## config.mk

```make
export PLATFORM = sky130hd
export DESIGN_NAME = nrzi_bit_decoder
export DESIGN_NICKNAME = d
export VERILOG_FILES = /design/src/rtl/nrzi_bit_decoder.sv
export SDC_FILE = /design/constraint.sdc
export NUM_CORES = 1
export LEC_CHECK = 0
export ABC_AREA = 1
export CORE_MARGIN = 2
export CORE_UTILIZATION = 49
export CTS_BUF_LIST = sky130_fd_sc_hd__clkbuf_8
export DETAILED_ROUTE_END_ITERATION = 6
export PLACE_DENSITY = 0.75
export SYNTH_ARGS = -nofsm -noshare
export SYNTH_HDL_FRONTEND = slang
export SYNTH_SLANG_ARGS = --single-unit
```

## constraint.sdc

```tcl
create_clock -name clk -period 1.3 [get_ports clk]
set_clock_uncertainty 0.2 [all_clocks]
set_input_delay 0.195 -clock clk [delete_from_list [all_inputs] [get_ports clk]]
set_output_delay 0.195 -clock clk [all_outputs]
set_load 0.05 [all_outputs]
```

## src/rtl/nrzi_bit_decoder.sv

```systemverilog
// NRZI bit-level receive stage: packet-start detect, bit-timing recovery with a
// resynchronising phase counter, mid-bit sampling, NRZI decode and destuffing.
module nrzi_bit_decoder #(
  parameter int CLKS_PER_BIT = 8
) (
  input  logic clk,
  input  logic n_rst,
  input  logic d_in,
  input  logic rx_enable,
  output logic bit_out,
  output logic bit_valid,
  output logic eop,
  output logic stuff_err,
  output logic rx_idle
);

  localparam int HALF = CLKS_PER_BIT / 2;
  localparam int CW   = $clog2(CLKS_PER_BIT);

  typedef enum logic {
    IDLE,
    RX
  } state_e;

  state_e          state_q, state_d;
  logic            prev_q, prev_d;
  logic [CW-1:0]   cnt_q, cnt_d;
  logic            last_lvl_q, last_lvl_d;
  logic [2:0]      ones_cnt_q, ones_cnt_d;
  logic            bit_out_q, bit_out_d;
  logic            bit_valid_q, bit_valid_d;
  logic            eop_q, eop_d;
  logic            stuff_err_q, stuff_err_d;

  logic            transition;
  logic            sample_pt;
  logic            dec;

  assign transition = d_in ^ prev_q;
  assign sample_pt  = (cnt_q == CW'(HALF));
  assign dec        = ~(d_in ^ last_lvl_q);

  always_ff @(posedge clk) begin
    if (!n_rst) begin
      state_q     <= IDLE;
      prev_q      <= 1'b1;
      cnt_q       <= '0;
      last_lvl_q  <= 1'b1;
      ones_cnt_q  <= '0;
      bit_out_q   <= 1'b0;
      bit_valid_q <= 1'b0;
      eop_q       <= 1'b0;
      stuff_err_q <= 1'b0;
    end else begin
      state_q     <= state_d;
      prev_q      <= prev_d;
      cnt_q       <= cnt_d;
      last_lvl_q  <= last_lvl_d;
      ones_cnt_q  <= ones_cnt_d;
      bit_out_q   <= bit_out_d;
      bit_valid_q <= bit_valid_d;
      eop_q       <= eop_d;
      stuff_err_q <= stuff_err_d;
    end
  end

  always_comb begin
    state_d     = state_q;
    prev_d      = d_in;
    cnt_d       = cnt_q;
    last_lvl_d  = last_lvl_q;
    ones_cnt_d  = ones_cnt_q;
    bit_out_d   = bit_out_q;
    bit_valid_d = 1'b0;
    eop_d       = 1'b0;
    stuff_err_d = 1'b0;

    case (state_q)
      IDLE: begin
        cnt_d = '0;
        if (rx_enable && prev_q && !d_in) begin
          state_d    = RX;
          last_lvl_d = 1'b1;
          ones_cnt_d = '0;
        end
      end

      RX: begin
        if (!rx_enable) begin
          state_d = IDLE;
        end else begin
          // Any edge re-aligns the phase counter, even on the sample cycle itself.
          if (transition || (cnt_q == CW'(CLKS_PER_BIT - 1))) begin
            cnt_d = '0;
          end else begin
            cnt_d = cnt_q + CW'(1);
          end

          if (sample_pt) begin
            last_lvl_d = d_in;
            if (ones_cnt_q < 3'd6) begin
              bit_valid_d = 1'b1;
              bit_out_d   = dec;
              ones_cnt_d  = dec ? (ones_cnt_q + 3'd1) : 3'd0;
            end else if (!dec) begin
              ones_cnt_d = '0;
            end else begin
              eop_d       = d_in;
              stuff_err_d = ~d_in;
              state_d     = IDLE;
            end
          end
        end
      end

      default: state_d = IDLE;
    endcase
  end

  assign bit_out   = bit_out_q;
  assign bit_valid = bit_valid_q;
  assign eop       = eop_q;
  assign stuff_err = stuff_err_q;
  assign rx_idle   = (state_q == IDLE);

endmodule
```

Word level (Yosys, flattened, before mapping)
Cells that the tools add are included.

cells by class
  muxes and demuxes = 21
  reductions and logical operators = 9
  equality and inequality tests = 6
  div/mod/pow operators = 0
  add/sub/neg operators = 2
  bitwise gates (word level) = 8
  multipliers = 0
  magnitude comparators = 1
  shift operators = 0

operators with widths
  kind                                                    count
  two-way mux 3 bit                                       8
  case mux 3 bit (2 select lines)                         2
  AND reduction 4 bit                                     3
  two-way mux 1 bit                                       9
  adder 3 x 1 -> 3 bit (second input constant)            2
  equality test 3 bit (second input constant)             2
  inverter 1 bit                                          6
  OR reduction 6 bit                                      1
  inequality test 2 x 1 -> 1 bit (second input constant)  2
  case mux 1 bit (2 select lines)                         2
  < comparator 3 bit (second input constant)              1
  inequality test 3 x 1 -> 1 bit (second input constant)  1
  AND reduction 3 bit                                     1
  logical AND 1 bit                                       2
  inequality test 2 bit (second input constant)           1
  bitwise XOR 1 bit                                       2
  zero test 1 bit                                         1
  logical OR 1 bit                                        1

word-level totals
  memory bits (writable) = 0
  bits in latches = 0
  memory bits (read-only) = 0
  bits in registers = 13
  bits of input ports = 4
  memories kept = 0

Longest topological paths before layout
Gate-level depths: netlist of the first run.

  word-level depth = 6
  gate-level depth with buffers = 8
  gate-level depth less buffers = 8

Least setup slack after synthesis of the first run
Ideal clock, no wire load.

  kind = reg2reg
  from = register cnt_q[0]
  to = register bit_out_q (netlist: bit_out)
  data required time = 0.982 ns
  data arrival time = 1.031 ns
  cell stages (with the launch flop) = 9
  setup slack = -0.048 ns
  path through = dfxtp_1 -> inv_1 -> ha_1 -> nand2_1 -> nor2_4 -> nand2_2 -> clkinv_1 -> o21ai_1 -> a21oi_1

on the way
  longest elaborated chain between the ends = 2

RTL lines
  item                                  line  text
  start: declaration                    27    logic [CW-1:0] cnt_q, cnt_d;
  start signal: assignment              57    cnt_q <= cnt_d;
  equality test 3 bit                   40    assign sample_pt = (cnt_q == CW'(HALF));
  AND reduction 4 bit (no source line)  n/a
  end signal: assignment                60    bit_out_q <= bit_out_d;
  end: declaration                      30    logic bit_out_q, bit_out_d;

Every way passes these cells.
A chain may end at the register's enable or synchronous reset.

Worst setup path after layout of the first run
  from = register cnt_q[1]
  to = register ones_cnt_q[1]

on the way
  longest elaborated chain between the ends = 3

RTL lines
  item                                             line  text
  equality test 3 bit                              40
  inequality test 2 x 1 -> 1 bit (no source line)  n/a
  AND reduction 4 bit (no source line)             n/a
  end signal: assignment                           59    ones_cnt_q <= ones_cnt_d;
  end: declaration                                 29    logic [2:0] ones_cnt_q, ones_cnt_d;

Every way passes these cells.

==> results of run 1 <==
-- where the power goes --
part | leakage (nW) | internal [mW] | switching [mW] | total, mW
Clock | 0.0269 | 0.209 | 0.145 | 0.353
Combinational | 0.304 | 0.0361 | 0.0530 | 0.0891
Sequential | 0.107 | 0.405 | 0.00635 | 0.412
Total | 0.438 | 0.650 | 0.204 | 0.854
-- what timing repair did --
item	in CTS	in global routing
setup endpoints to repair	13	12
cloned	0	0
resized for setup	12	7
buffers inserted	0	1
pin swaps	9	8
endpoints found under the hold margin	0	0
-- per-layer routing --
metal / vias up / track usage (%) / routed length [um]
met4: 0 / 13.33 / 25
met5: - / 0 / 0
met1: 275 / 23.84 / 644
met3: 3 / 6.522 / 93
li1: 321 / - / -
met2: 26 / 29.30 / 698
-- cell type report --
type | instances | area [um^2] | area share [%]
Tap cell | 15 | 18.77 | 1.913
Inverter | 15 | 56.30 | 5.740
Multi-Input combinational cell | 59 | 397.9 | 40.56
Sequential cell | 13 | 264.0 | 26.91
Timing Repair Buffer | 17 | 198.9 | 20.28
Clock buffer | 3 | 41.29 | 4.209
Clock inverter | 1 | 3.754 | 0.3827
-- how the worst max path moves through the flow --
stage and end:
6_report ones_cnt_q[1], 4_1_cts ones_cnt_q[0], 5_1_grt ones_cnt_q[1], 3_3_place_gp state_q, 3_5_place_dp state_q, 2_1_floorplan ones_cnt_q[1]
-- cell usage in the layout (no fill, tap or decap) --
master and n:
o22ai_2 1, dfxtp_1 10, a21oi_2 1, nand2_1 14, dlygate4sd2_1 2, ha_1 2
buf_4 8, o21ai_1 1, inv_2 4, nand3_4 1, clkdlybuf4s50_1 1, buf_12 5
clkinv_1 3, buf_6 1, nor2_1 6, and3_1 1, o21ai_2 1, ha_2 1
nand2_2 5, a21oi_1 3, nand3_1 4, nor2_2 5, o21ai_0 3, clkbuf_8 3
dfxtp_2 3, inv_1 9, nor2_4 2, nand2_4 1, ha_4 1, or2_1 1
o211ai_1 1, nand4_1 3, nand3b_4 1
-- through the flow --
stage                     power (mW)  std cells  hold slack (ns)  area (um^2)  setup TNS [ns]
after floorplan               0.4640         88          0.06738        671.9               0
after CTS                     0.8525        122           0.1599        942.2         -0.1774
after detailed placement      0.5016        118           0.3005        873.3          -3.587
after global routing          0.8790        123           0.1770        980.9         -0.8508
final                         0.8541        123           0.1687        980.9         -0.2173
after global placement        0.4991        118           0.2782        873.3          -3.405
-- logic make-up (layout without fill, tap and decap cells) --
kind of cell,after synthesis,in the layout,synth area share (%)
fa+ha+maj,4,4,7.505
simple gates,44,44,34.52
compound gates,11,11,9.381
buf+inv,16,36,9.570
flops,13,13,39.02
==> key figures, run 1 <==
Worst setup path
  – Worst setup SP type: flip-flop
  – Slowest CP cell: dfxtp_2
  – Kind of critical path: flip-flop to flip-flop
  – Worst EP required: 1.23 ns
  – Buf+Inv Stages, Crit Path: 1
  – Reg2reg end: ones_cnt_q[1]
  – Reg2Reg Depth: 7
  – Worst-path fanout max: 5
  – Worst setup EP type: flip-flop
  – CP startpoint: cnt_q[1]
  – CP arrival: 1.28 ns
  – Levels on crit path: 7
  – Reg2reg setup slack: -0.05 ns
  – CP Cell Sequence: inv_2 > ha_4 > nand4_1 > nand2_2 > nand2_2 > nor2_1 > nor2_1
  – Worst reg2reg startpoint: cnt_q[1]
  – Slowest cell delay on critical path: 0.33 ns
  – CP top delay family: simple AND/OR/NAND/NOR gates

Logic synthesis
  – Post-synth top area cell: dfxtp_1
  – Post-Syn Area: 666.9 um^2
  – Synth top area share: 39.02%
  – Async set-reset flop share out of synthesis: 0%
  – Top cells by count, synth: nand2_1 (16), dfxtp_1 (13), inv_1 (10)
  – Number of flops mapped to enable cells by yosys: 0
  – Top FF cell, synth: dfxtp_1
  – Sequential share of the synthesized area: 39.02%
  – Most frequent cell after synthesis: nand2_1
  – Syn_nets: 96
  – Yosys Warn Count: 0
  – Flops & latches, synth: 13
  – Cells after Synth: 88
  – Cell variety after synth: 23
  – Synth area leaders: dfxtp_1 (39%), nand2_1 (9.0%), ha_1 (7.5%)
  – Post-Syn Area per Cell: 7.578 um^2

STA
  – Rel. slew slack: 85.62%
  – Crit path time final: 1.350 ns
  – Fmax: 740.9 MHz
  – RSZ-0062 raised after global routing: yes
  – Final setup fails: 7
  – Period utilization: 103.8%
  – Max Slew Vio Count: 0
  – Final Hold Violating Endpoints: 0
  – Worst slew pin tran: 0.2149 ns
  – Setup WS post-layout: -0.04980 ns

Cells and area
  – Nets: 117
  – Biggest regs: cnt_q (3), ones_cnt_q (3)
  – Area growth syn-to-layout: 47.09%
  – Core Util, Final: 76.34%
  – Fill count: 96
  – Layout cells sized above 1: 40.74%
  – # diodes: 0

Floorplan
  – Core area: 0.001285 mm^2
  – Starting Density: 51.90%
  – Number of placed I/O pins: 9
  – Die height: 40.89 um
  – DIE AREA: 0.001672 mm^2
  – # rows: 13
  – Die W: 40.89 um

Global route
  – All-Layer GR Usage: 19.75%
  – First-pass GRT wire length: 2125 um
  – Pin count of the biggest net entering global routing: 8
  – Congestion Overflow GR: 0
  – Vias in the first global route: 538
  – Initial antenna violation count: 0

Min path
  – Worst hold stages: 2
  – Worst Hold Path EP: stuff_err
  – Hold crit path type: input port to flip-flop
  – Hold Startpoint: d_in

Routing
  – DRT Pass-1 Iters: 4
  – Vias: 625
  – Residual DRC count: 0
  – Detail Route Antenna Nets: 0
  – Vias per inst: 5.081
  – Overall routed net length: 1462 um
  – 1st-iter DRT viols: 9
  – Wire length per cell: 11.89 um

Clocking
  – CTS tree: built
  – Worst-case clock buffer depth: 2
  – TritonCTS Buffers: 3
  – Hold_buf cts: 0
  – H-tree Lvls: 1
  – Num Clock Sinks: 13
  – Worst skew pair latency: 0.24 ns
  – CTS root buffer: clkbuf_8
  – Clock-pin slew on the worst setup and hold paths: 0.05 ns

Status
  – Violated checks: negative setup slack
  – Status: complete, but fails checks

Power and ir drop
  – Pwr Density: 870.7 mW/mm^2
  – IR drop worst, VDD: 602.2 uV
  – Cell leakage power: 0.4380 nW

Place
  – Place WS: -0.3634 ns
  – Placer congestion estimate: 0.7964
  – Final HPWL DP: 1080 um
  – I/O Buffers: 8

Job
  – Maxcap violations: 0
Power figures use the tool's default switching activity.
==> run 2, diff against run 1 <==
--- a/config.mk
+++ b/config.mk
@@ -8,2 +8,3 @@
 export ABC_AREA = 1
+export ABC_CLOCK_PERIOD_IN_PS = 1300
 export CORE_MARGIN = 2
@@ -13,2 +14,3 @@
 export PLACE_DENSITY = 0.75
+export SLEW_MARGIN = 30
 export SYNTH_ARGS = -nofsm -noshare
==> constraint.sdc (replaced) <==
create_clock -name clk -period 1.3 [get_ports clk]
set_clock_uncertainty 0.2 [all_clocks]
set_input_delay 0.325 -clock clk [delete_from_list [all_inputs] [get_ports clk]]
set_output_delay 0.325 -clock clk [all_outputs]
set_load 0.05 [all_outputs]
==> run 2 against run 1 <==
Compared with the run above:
- the flow still finishes with violations (negative setup slack)
- first-iteration DRC count increased by 100%
- clock-buffer cell count is the same
- via count up 7.0%
- sequential share of layout area decreased by 0.53 points
- fmax shrank 2.5%
- sequential power about the same
- global-route usage up 3.4 points
==> key figures, run 2 (synthesis results as in run 1) <==
Cells and area
  – Layout cells sized above 1: 45.13%
  – Core Util, Final: 78.97%
  – Nets: 122
  – Area growth syn-to-layout: 52.16%
  – # diodes: 0
  – Biggest regs: cnt_q (3), ones_cnt_q (3)
  – Commonest cells after routing, fill and taps aside: nand2_1 (14), buf_4 (14), inv_1 (9), dfxtp_1 (9), nor2_1 (6)

Floorplan
  – Core area: 0.001285 mm^2
  – Starting Density: 51.90%
  – Die height: 40.89 um
  – Number of placed I/O pins: 9
  – DIE AREA: 0.001672 mm^2
  – # rows: 13
  – Die W: 40.89 um

Clocking
  – H-tree Lvls: 1
  – Worst skew pair latency: 0.24 ns
  – CTS root buffer: clkbuf_8
  – Worst-case clock buffer depth: 2
  – Num Clock Sinks: 13
  – Clock-pin slew on the worst setup and hold paths: 0.05 ns
  – CTS tree: built
  – Hold_buf cts: 0
  – TritonCTS Buffers: 3

Power and ir drop
  – Cell internal pwr: 0.6577 mW
  – Pwr Density: 856.6 mW/mm^2
  – Power share of the clock group: 41.0%
  – IR drop worst, VDD: 708.8 uV
  – Cell leakage power: 0.4608 nW
  – Final Power: 0.8692 mW
  – Sequential power share: 47.1%
  – Switch share: 24.34%
  – Combinational fraction of design power: 11.9%
  – NetSw: 0.2116 mW

Worst setup path
  – CP arrival: 1.32 ns
  – Slowest CP cell: dfxtp_2
  – Worst-path fanout max: 3
  – Kind of critical path: flip-flop to flip-flop
  – Slowest cell delay on critical path: 0.34 ns
  – Worst EP required: 1.24 ns
  – CP Cell Sequence: inv_2 > ha_4 > nand4_1 > buf_4 > o22ai_1 > inv_1
  – Worst setup SP type: flip-flop
  – Worst setup EP type: flip-flop

Job
  – Maxcap violations: 0

Routing
  – Wire length per cell: 13.57 um
  – Vias per inst: 5.227
  – Vias: 669
  – Residual DRC count: 0
  – Overall routed net length: 1737 um
  – 1st-iter DRT viols: 18
  – DRT Pass-1 Iters: 4
  – Detail Route Antenna Nets: 0

Min path
  – Hold crit path type: input port to flip-flop

STA
  – Period utilization: 106.4%
  – Fmax: 722.7 MHz
  – Final setup fails: 9
  – Crit path time final: 1.384 ns
  – Max Slew Vio Count: 0
  – Final Hold Violating Endpoints: 0
  – RSZ-0062 raised after global routing: yes
  – Worst slew pin tran: 0.2475 ns
  – Rel. slew slack: 83.44%
  – Setup WS post-layout: -0.08371 ns

Place
  – Final HPWL DP: 1103 um
  – I/O Buffers: 8
  – Placer congestion estimate: 0.7965

Global route
  – Initial antenna violation count: 0
  – Congestion Overflow GR: 0
  – All-Layer GR Usage: 23.16%
  – Pin count of the biggest net entering global routing: 8
  – First-pass GRT wire length: 2415 um
  – Vias in the first global route: 582

Status
  – Violated checks: negative setup slack
  – Status: complete, but fails checks
## run 2: routing by layer
metal / GRT usage (%) / routed length (um) / share of wire [%] / up-vias
met3: 5.435 / 95 / 5.5 / 4
met1: 26.25 / 703 / 40 / 306
met4: 15.00 / 41 / 2.4 / 0
li1: - / - / - / 332
met2: 38.28 / 896 / 52 / 27
met5: 0 / 0 / 0 / -
## run 2: worst paths after layout
| kind | startpoint | end | slack [ns] | cells after the start |
|---|---|---|---|---|
| hold reg to reg | cnt_q[1] | cnt_q[1] | 0.33 | 2 |
| hold / removal | d_in | stuff_err | 0.12 | 2 |
| setup / recovery | cnt_q[1] | last_lvl_q | -0.08 | 6 |
| setup reg to reg | cnt_q[1] | last_lvl_q | -0.08 | 6 |
## run 2: cell type report
class                      count  area [um^2]
clock buffer                   3        41.29
fill                          96        270.3
timing repair buffer          22        229.0
multi-input combinational     59        395.4
inverter                      15        58.81
tap                           15        18.77
clock inverter                 1        3.754
sequential                    13        267.8
## run 2: critical path: cells and delay by family (launching register included)
family / cells / cell delay (ns)
AOI/OAI and AO/OA: 1 / 0.16
adders and majority gates: 1 / 0.14
buffers and inverters: 3 / 0.30
DFF: 1 / 0.34
and+or+nand+nor: 1 / 0.14
## run 2: stage by stage
step / std cells / setup slack, ns / cell area (um^2) / hold slack [ns] / TNS [ns]
floorplan: 88 / 0.002320 / 671.9 / 0.1974 / 0
global placement: 118 / -0.4836 / 873.3 / 0.2782 / -5.096
detailed placement: 118 / -0.5134 / 873.3 / 0.2972 / -5.404
CTS: 126 / -0.04159 / 989.7 / 0.2881 / -0.1840
global route: 128 / -0.1349 / 1015 / 0.1342 / -1.087
finish: 128 / -0.08371 / 1015 / 0.1176 / -0.4579
## run 2: power groups by stage
stage | clock (mW) | combinational (mW) | sequential, mW
after global placement | 0 | 0.0812 | 0.418
after global routing | 0.372 | 0.112 | 0.410
final | 0.356 | 0.103 | 0.410
after CTS | 0.359 | 0.0961 | 0.409
after floorplan | 0 | 0.0469 | 0.417
after detailed placement | 0 | 0.0830 | 0.419
## run 2: what timing repair did
| action | in CTS | in global routing |
|---|---|---|
| gates resized for setup | 16 | 7 |
| buffers inserted | 4 | 2 |
| pin swaps | 8 | 7 |
| endpoints found under the setup margin | 13 | 14 |
